[config.mk]
export PLATFORM = sky130hd
export DESIGN_NAME = vload_packer
export DESIGN_NICKNAME = d
export VERILOG_FILES = /design/src/rtl/vload_pkg.sv /design/src/rtl/vload_addr_gen.sv /design/src/rtl/vload_packer.sv
export SDC_FILE = /design/constraint.sdc
export NUM_CORES = 1
export LEC_CHECK = 0
export CAP_MARGIN = 20
export CELL_PAD_IN_SITES_DETAIL_PLACEMENT = 1
export CELL_PAD_IN_SITES_GLOBAL_PLACEMENT = 2
export CORE_MARGIN = 2
export CORE_UTILIZATION = 30
export CTS_BUF_LIST = sky130_fd_sc_hd__clkbuf_16
export CTS_CLUSTER_SIZE = 8
export DETAILED_ROUTE_END_ITERATION = 10
export PLACE_DENSITY = 0.7
export SYNTH_ARGS = -nofsm -noshare
export SYNTH_HDL_FRONTEND = slang
export SYNTH_SLANG_ARGS = --single-unit
[constraint.sdc]
create_clock -name clk -period 4 [get_ports clk]
set_clock_uncertainty 0.05 [all_clocks]
set_input_delay 0.8 -clock clk [delete_from_list [all_inputs] [get_ports clk]]
set_output_delay 0.8 -clock clk [all_outputs]
set_load 0.1 [all_outputs]
[src/rtl/vload_pkg.sv]
// Shared constants and types for the vector load packer.
// Optional feature macro VLOAD_STRIDE_EN is consumed by vload_packer and vload_addr_gen.
package vload_pkg;

    localparam int ELEM_W    = 16;
    localparam int NUM_ELEMS = 16;
    localparam int VLEN_W    = 4;
    localparam int MEM_AW    = 16;
    localparam int VEC_W     = ELEM_W * NUM_ELEMS;
    // Counters must hold 0..NUM_ELEMS inclusive.
    localparam int CNT_W     = 5;

    typedef enum logic [1:0] {
        IDLE  = 2'd0,
        FETCH = 2'd1,
        WRITE = 2'd2
    } state_t;

endpackage

[src/rtl/vload_addr_gen.sv]
// Memory request generator: owns the issue counter, the running element
// address and the mem_req handshake. When VLOAD_STRIDE_EN is undefined the
// top level feeds a constant stride of 1.
module vload_addr_gen
    import vload_pkg::*;
(
    input  logic              clk,
    input  logic              rst_n,
    input  logic              start,
    input  logic              active,
    input  logic [MEM_AW-1:0] base,
    input  logic [MEM_AW-1:0] stride,
    input  logic [CNT_W-1:0]  elem_cnt,
    input  logic              mem_req_ready,
    output logic              mem_req_valid,
    output logic [MEM_AW-1:0] mem_req_addr,
    output logic [CNT_W-1:0]  issue_cnt
);

    logic [MEM_AW-1:0] cur_addr;
    logic [MEM_AW-1:0] cur_stride;
    logic              fire;

    // A request is offered until every element of the vector has been issued.
    always_comb begin
        mem_req_valid = active && (issue_cnt < elem_cnt);
        mem_req_addr  = cur_addr;
        fire          = mem_req_valid && mem_req_ready;
    end

    // Running address replaces base + issue_cnt*stride; it only moves on an
    // accepted request, so the address is held stable while stalled.
    always_ff @(posedge clk or negedge rst_n) begin
        if (!rst_n) begin
            issue_cnt  <= '0;
            cur_addr   <= '0;
            cur_stride <= '0;
        end else if (start) begin
            issue_cnt  <= '0;
            cur_addr   <= base;
            cur_stride <= stride;
        end else if (fire) begin
            issue_cnt  <= issue_cnt + CNT_W'(1);
            cur_addr   <= cur_addr + cur_stride;
        end
    end

endmodule

[src/rtl/vload_packer.sv]
// Vector load packer: fetches req_len+1 16-bit elements from data memory,
// packs the in-order responses into a 256-bit vector and issues a single
// write to the vector register file.
// Optional feature: define VLOAD_STRIDE_EN to add the req_stride input.
module vload_packer
    import vload_pkg::*;
(
    input  logic              clk,
    input  logic              rst_n,
    input  logic              req_valid,
    output logic              req_ready,
    input  logic [VLEN_W-1:0] req_vreg,
    input  logic [MEM_AW-1:0] req_base,
    input  logic [VLEN_W-1:0] req_len,
`ifdef VLOAD_STRIDE_EN
    input  logic [MEM_AW-1:0] req_stride,
`endif
    output logic              mem_req_valid,
    input  logic              mem_req_ready,
    output logic [MEM_AW-1:0] mem_req_addr,
    input  logic              mem_rsp_valid,
    input  logic [ELEM_W-1:0] mem_rsp_data,
    output logic              wEn,
    output logic [VLEN_W-1:0] wAddr,
    output logic [VLEN_W-1:0] wLen,
    output logic [VEC_W-1:0]  wData,
    output logic              busy,
    output logic              rsp_err
);

    state_t            state;
    state_t            state_next;
    logic              accept;
    logic              rsp_take;
    logic              last_rsp;
    logic [VLEN_W-1:0] cur_vreg;
    logic [VLEN_W-1:0] cur_len;
    logic [CNT_W-1:0]  elem_cnt;
    logic [CNT_W-1:0]  rsp_cnt;
    logic [CNT_W-1:0]  issue_cnt;
    logic [VEC_W-1:0]  pack_buf;
    logic [VEC_W-1:0]  pack_next;
    logic [MEM_AW-1:0] stride;

`ifdef VLOAD_STRIDE_EN
    assign stride = req_stride;
`else
    assign stride = MEM_AW'(1);
`endif

    vload_addr_gen u_addr_gen (
        .clk           (clk),
        .rst_n         (rst_n),
        .start         (accept),
        .active        (state == FETCH),
        .base          (req_base),
        .stride        (stride),
        .elem_cnt      (elem_cnt),
        .mem_req_ready (mem_req_ready),
        .mem_req_valid (mem_req_valid),
        .mem_req_addr  (mem_req_addr),
        .issue_cnt     (issue_cnt)
    );

    // Response acceptance: issue_cnt is the registered count, so a request
    // handshaking this same cycle is not yet considered outstanding.
    always_comb begin
        accept    = (state == IDLE) && req_valid;
        rsp_take  = (state == FETCH) && mem_rsp_valid && (rsp_cnt < issue_cnt);
        last_rsp  = rsp_take && ((rsp_cnt + CNT_W'(1)) == elem_cnt);
        pack_next = pack_buf;
        if (rsp_take) begin
            pack_next[rsp_cnt[VLEN_W-1:0]*ELEM_W +: ELEM_W] = mem_rsp_data;
        end
    end

    // State register.
    always_ff @(posedge clk or negedge rst_n) begin
        if (!rst_n) begin
            state <= IDLE;
        end else begin
            state <= state_next;
        end
    end

    // Next-state and status outputs.
    always_comb begin
        state_next = state;
        req_ready  = 1'b0;
        busy       = 1'b0;
        wEn        = 1'b0;
        case (state)
            IDLE: begin
                req_ready = 1'b1;
                if (req_valid) begin
                    state_next = FETCH;
                end
            end
            FETCH: begin
                busy = 1'b1;
                if (last_rsp) begin
                    state_next = WRITE;
                end
            end
            WRITE: begin
                busy       = 1'b1;
                wEn        = 1'b1;
                state_next = IDLE;
            end
            default: state_next = IDLE;
        endcase
    end

    // Request latch, response counting and packing; a reset abandons the load.
    always_ff @(posedge clk or negedge rst_n) begin
        if (!rst_n) begin
            cur_vreg <= '0;
            cur_len  <= '0;
            elem_cnt <= '0;
            rsp_cnt  <= '0;
            pack_buf <= '0;
        end else if (accept) begin
            cur_vreg <= req_vreg;
            cur_len  <= req_len;
            elem_cnt <= {1'b0, req_len} + CNT_W'(1);
            rsp_cnt  <= '0;
            pack_buf <= '0;
        end else if (rsp_take) begin
            rsp_cnt  <= rsp_cnt + CNT_W'(1);
            pack_buf <= pack_next;
        end
    end

    // Write-port payload is captured with the last element and held until
    // the next completed load, so it never shows a partial vector.
    always_ff @(posedge clk or negedge rst_n) begin
        if (!rst_n) begin
            wAddr <= '0;
            wLen  <= '0;
            wData <= '0;
        end else if (last_rsp) begin
            wAddr <= cur_vreg;
            wLen  <= cur_len;
            wData <= pack_next;
        end
    end

    // Sticky error for any response that has no outstanding request.
    always_ff @(posedge clk or negedge rst_n) begin
        if (!rst_n) begin
            rsp_err <= 1'b0;
        end else if (mem_rsp_valid && !rsp_take) begin
            rsp_err <= 1'b1;
        end
    end

endmodule

== After elaboration in Yosys (flattened, before gate mapping) ==
Cells that the tools add are included.
Word-level totals
  logic and storage cells: 56
  input bits: 45
  flip-flop bits (word level): 563
Cells by class
  reduce and logical (&&, ||, !) cells: 13
  muxes and demuxes: 16
  shifts and indexed selects: 2
  eq/ne operators: 5
  $add $sub $neg: 5
  magnitude comparators: 2
Operator list (number)
  256-bit two-way mux: 3
  256-bit bitwise mux: 1
  16-bit by 34-bit variable shift with 256-bit output, first input constant: 1
  16-bit by 34-bit indexed part select with 256-bit output: 1
  8-bit negator with 34-bit output: 1
  16-bit two-way mux: 2
  5-bit two-way mux: 4
  16-bit by 1-bit adder with 16-bit output: 1
  5-bit by 1-bit adder with 5-bit output, second input constant: 2
  5-bit less-than comparator: 2
  1-bit logical AND: 7
  4-bit by 1-bit adder with 5-bit output, second input constant: 1
  5-bit equality test: 1
  2-bit two-way mux: 2
  2-bit inequality test, second input constant: 2
  2-bit case mux with 2 select lines: 1
  2-bit nonzero test: 2
  1-bit two-way mux: 3
  2-bit by 1-bit equality test with 1-bit output, second input constant: 1
  2-bit equality test, second input constant: 1
  2-bit zero test: 1
  2-bit AND reduction: 1
  2-bit OR reduction: 1
  1-bit zero test: 1

== Depth between registers and ports, before layout ==
  depth after elaboration: 6
  gate-level depth with buffers: 12

== Cells and area by module ==
A second synthesis with hierarchy kept.
Unflattened totals
  cells, all modules: 2317
  area total of the unflattened synthesis: 24992.7 um2
Modules (own cells, without submodules)
  vload_packer: instances 1, area an instance 22497.8 um2, cells each 2080
  vload_addr_gen: instances 1, area an instance 2494.9 um2, cells each 237

== Worst setup path before layout ==
Ideal clock, no wire load.
  kind: register -> output
  from: register u_addr_gen.issue_cnt[2]
  to: output mem_req_valid
  path buffers: 0
  path slack: -0.302 ns
  data required time: 3.150 ns
  stages on the path, launching flop included: 6
  arrival time: 3.452 ns
  path through: dfrtp_1 ha_1 a21o_1 a31oi_1 o21bai_1 a211oi_1
On the way
  longest elaborated chain between the ends: 2
RTL lines
  start, declared: line vload_addr_gen.sv:17  | output logic [CNT_W-1:0] issue_cnt
  start signal, assigned: line vload_addr_gen.sv:43  | issue_cnt <= issue_cnt + CNT_W'(1);
  5-bit less-than comparator: line vload_addr_gen.sv:26  | mem_req_valid = active && (issue_cnt < elem_cnt);
  1-bit logical AND: line vload_addr_gen.sv:26
  end, declared: line vload_packer.sv:18  | output logic mem_req_valid,
No other way between the ends.

== Worst setup path in the final report ==
  from: register elem_cnt[2]
  to: output mem_req_valid
On the way
  longest elaborated chain between the ends: 2
RTL lines
  start, declared: line vload_packer.sv:38  | logic [CNT_W-1:0] elem_cnt;
  start signal, assigned: line vload_packer.sv:125  | elem_cnt <= {1'b0, req_len} + CNT_W'(1);
  5-bit less-than comparator: line vload_addr_gen.sv:26
  1-bit logical AND: line vload_addr_gen.sv:26
No other way between the ends.

==> results.ini <==
[floorplanning]
rows = 105
die_h_um = 291
ios = 330
dieArea_um2 = 84800
core_um2 = 81800
die_w_um = 291
start_util = 0.302

[finish]
drive_gt1_frac = 0.0881
nNetsFinal = 2621
final_area_um2 = 31100
syn2layout_area_growth_pct = 25.6
nFillCells = 8824

[route]
drtIter0Drc = 1833
wl_um = 100000
drtAntennaViolNets = 0
drc_errors = 0
drt_pass1_iterations = 5
viasPerCell = 5.94
wl_per_cell_um = 27.5
num_vias = 21600

[logic_synthesis]
syn_nets = 2444
ys_types = 56
syn_area_um2 = 24700
netlist_instances = 2380
synth_area_per_cell_um2 = 10.4
synth_edf_count = 0
ys.flop_type = dfrtp_1
ys_seq_area_frac = 0.570
ys.warnings.count = 0
synth-seq-cells = 563
ys_async_sr_fraction = 1.00

[clock_network]
cts.repair.resized = 0
cts_buffers = 80
cts_root_buffer = clkbuf_16
cts_tree = yes
insertion_delay_ns = 0.62
cts.clk_slew.worst_paths_ns = 0.05
htreeDepth = 3
holdBufCountCts = 0
cts.sink_count = 563
cts_buffer_depth = 3
post_cts_buffers = 0

[power]
p_switching_uw = 16100
seqPwrFrac = 0.270
p_clk_frac = 0.205
pwr-share-comb = 0.525
sw_frac_of_total = 0.540
power_density_nw_per_um2 = 961
p_leak_uw = 0.0128
power_uw = 29800
internal_power_uw = 13700
max-vdd-ir-drop_v = 0.000653

[timing]
setup_tns_ns = 0
setup_violations = 0
drv_slew = 0
hold_viol = 0
maxSlewHeadroom = 0.229
postLayoutSetupSlackWorst_ns = 0.487
layout_min_cycle_time_ns = 3.51
tightest_slew_ns = 1.15
finalCritPeriodShare = 0.878
fin_hold_ws_ns = 0.112
rsz0062_at_grt = no
timing.fmax_mhz = 285

[run]
cap_violations = 0

[worst_setup_path]
path_class = reg2out
startpoint_type = flip-flop
crit_required_ns = 3.15
end_kind = output port
critPathArrivalTime_ns = 2.66
cp_max_fo = 4

[placed_design]
portBuffers = 329
dp_slack_ns = 0.710
dpl_cell_area_um2 = 28900
post-dp-hpwl_um = 56300
gp_congestion = 0.782

[grt]
grt-ovfl-total = 0
grt_max_degree = 138
grt_pass1_wl_um = 151000
grt.total_usage = 0.233
grt_pass1_vias = 22900
antenna_found_initial = 5

[status]
status = finished clean

[hold_path]
hp-class = in2async

## cells in the final DEF (no fill, tap or decap), types with 67 or more instances in the layout
cell / synthesis / routed
clkdlybuf4s50_1: 0 / 307
a31oi_1: 460 / 460
o21ai_0: 112 / 112
a21oi_1: 236 / 235
o31ai_1: 103 / 103
dfrtp_1: 563 / 563
mux2i_1: 67 / 67
nor2_1: 87 / 87
clkbuf_16: 0 / 82
nand4_1: 119 / 119
nand3_1: 98 / 97
## cell usage after synthesis, types with 5 or more instances
cell,number,share of area
nand2b_1,7,0.0018
mux2_2,7,0.0032
a21oi_1,236,0.048
nor2_1,87,0.013
or3_1,8,0.0020
or4_1,10,0.0030
inv_1,18,0.0027
mux2i_1,67,0.027
buf_2,70,0.014
nand3_1,98,0.020
a21oi_2,17,0.0060
o31ai_1,103,0.031
and2_1,17,0.0043
buf_1,12,0.0018
ha_1,19,0.0096
o211ai_1,8,0.0024
clkbuf_1,203,0.031
a31oi_1,460,0.12
buf_4,7,0.0021
o21ai_0,112,0.023
a22o_1,15,0.0053
xor2_1,9,0.0032
dfrtp_1,563,0.57
nand2_1,51,0.0077
and3_1,5,0.0013
nand4_1,119,0.030
## flip-flops by register name, summed over array words and instances (netlist names), 4 cells and up
name                     cells
pack_buf                   256
cur_vreg                     4
u_addr_gen.mem_req_addr     16
wLen                         4
wData                      256
cur_len                      4
rsp_cnt                      5
wAddr                        4
u_addr_gen.issue_cnt         5
elem_cnt                     5
## worst paths after layout
check | startpoint | end | slack [ns] | depth (start not counted)
worst max register to register | rsp_cnt[0]$_DFFE_PN0P_ | wData[217]$_DFFE_PN0P_ | 0.66 | 8
worst max-delay path | elem_cnt[2]$_DFFE_PN0P_ | mem_req_valid | 0.49 | 7
min in group clk | cur_len[2]$_DFFE_PN0P_ | cur_len[2]$_DFFE_PN0P_ | 0.42 | 2
worst min-delay path | rst_n | wData[63]$_DFFE_PN0P_ | 0.11 | 1
max in group asynchronous | rst_n | pack_buf[199]$_DFFE_PN0P_ | 2.65 | 3
worst min register to register | cur_len[2]$_DFFE_PN0P_ | cur_len[2]$_DFFE_PN0P_ | 0.42 | 2
## layer usage
metal,up-vias,routed length [µm],GRT usage
met1,11500,43800,0.313
met4,0,2320,0.0708
li1,9366,-,-
met5,-,0,0
met3,135,5820,0.0432
met2,642,48200,0.380
## power groups by stage
stage	clock network [µW]	logic, µW	registers, µW
after global routing	6500	16200	8200
after global placement	0	15500	8120
final	6120	15700	8060
after floorplan	0	3350	15900
after CTS	6290	15700	8070
after detailed placement	0	15700	8130
## metrics by stage
| stage | std cells | utilization |
|---|---|---|
| final | 3637 | 0.379 |
| after global routing | 3636 | 0.379 |
| after CTS | 3634 | 0.379 |
| after detailed placement | 3544 | 0.353 |
| after global placement | 3544 | 0.353 |
| after floorplan | 2380 | - |
## critical path, stage by stage (launching register included)
cell and delay [ns]:
dfrtp_1 0.40, inv_1 0.08, ha_1 0.31, a21o_1 0.18, a31oi_1 0.36, o21bai_1 0.13, a211oi_2 0.24, buf_4 0.33
## kinds of logic (layout without fill, tap and decap cells)
group / count (synthesis) / in the layout / synth area share
mux: 75 / 75 / 0.0308
compound gates: 970 / 970 / 0.241
simple gates: 422 / 422 / 0.0897
fa+ha+maj: 19 / 19 / 0.00961
xor+xnor: 14 / 14 / 0.00526
flops: 563 / 563 / 0.570
buf+inv: 317 / 502 / 0.0544
other cells: 0 / 2 / 0
## layout make-up
cell class,count,area [µm²],share of cell area
clock inverters,8,88.8,0.00286
inverters,18,67.6,0.00218
diodes,2,5.00,0.000161
repair buffers,394,4020,0.129
flip-flops and latches,563,14100,0.454
well taps,1070,1340,0.0431
multi-input cells,1500,9400,0.303
clock buffers,82,2050,0.0661
Power figures use the tool's default switching activity.
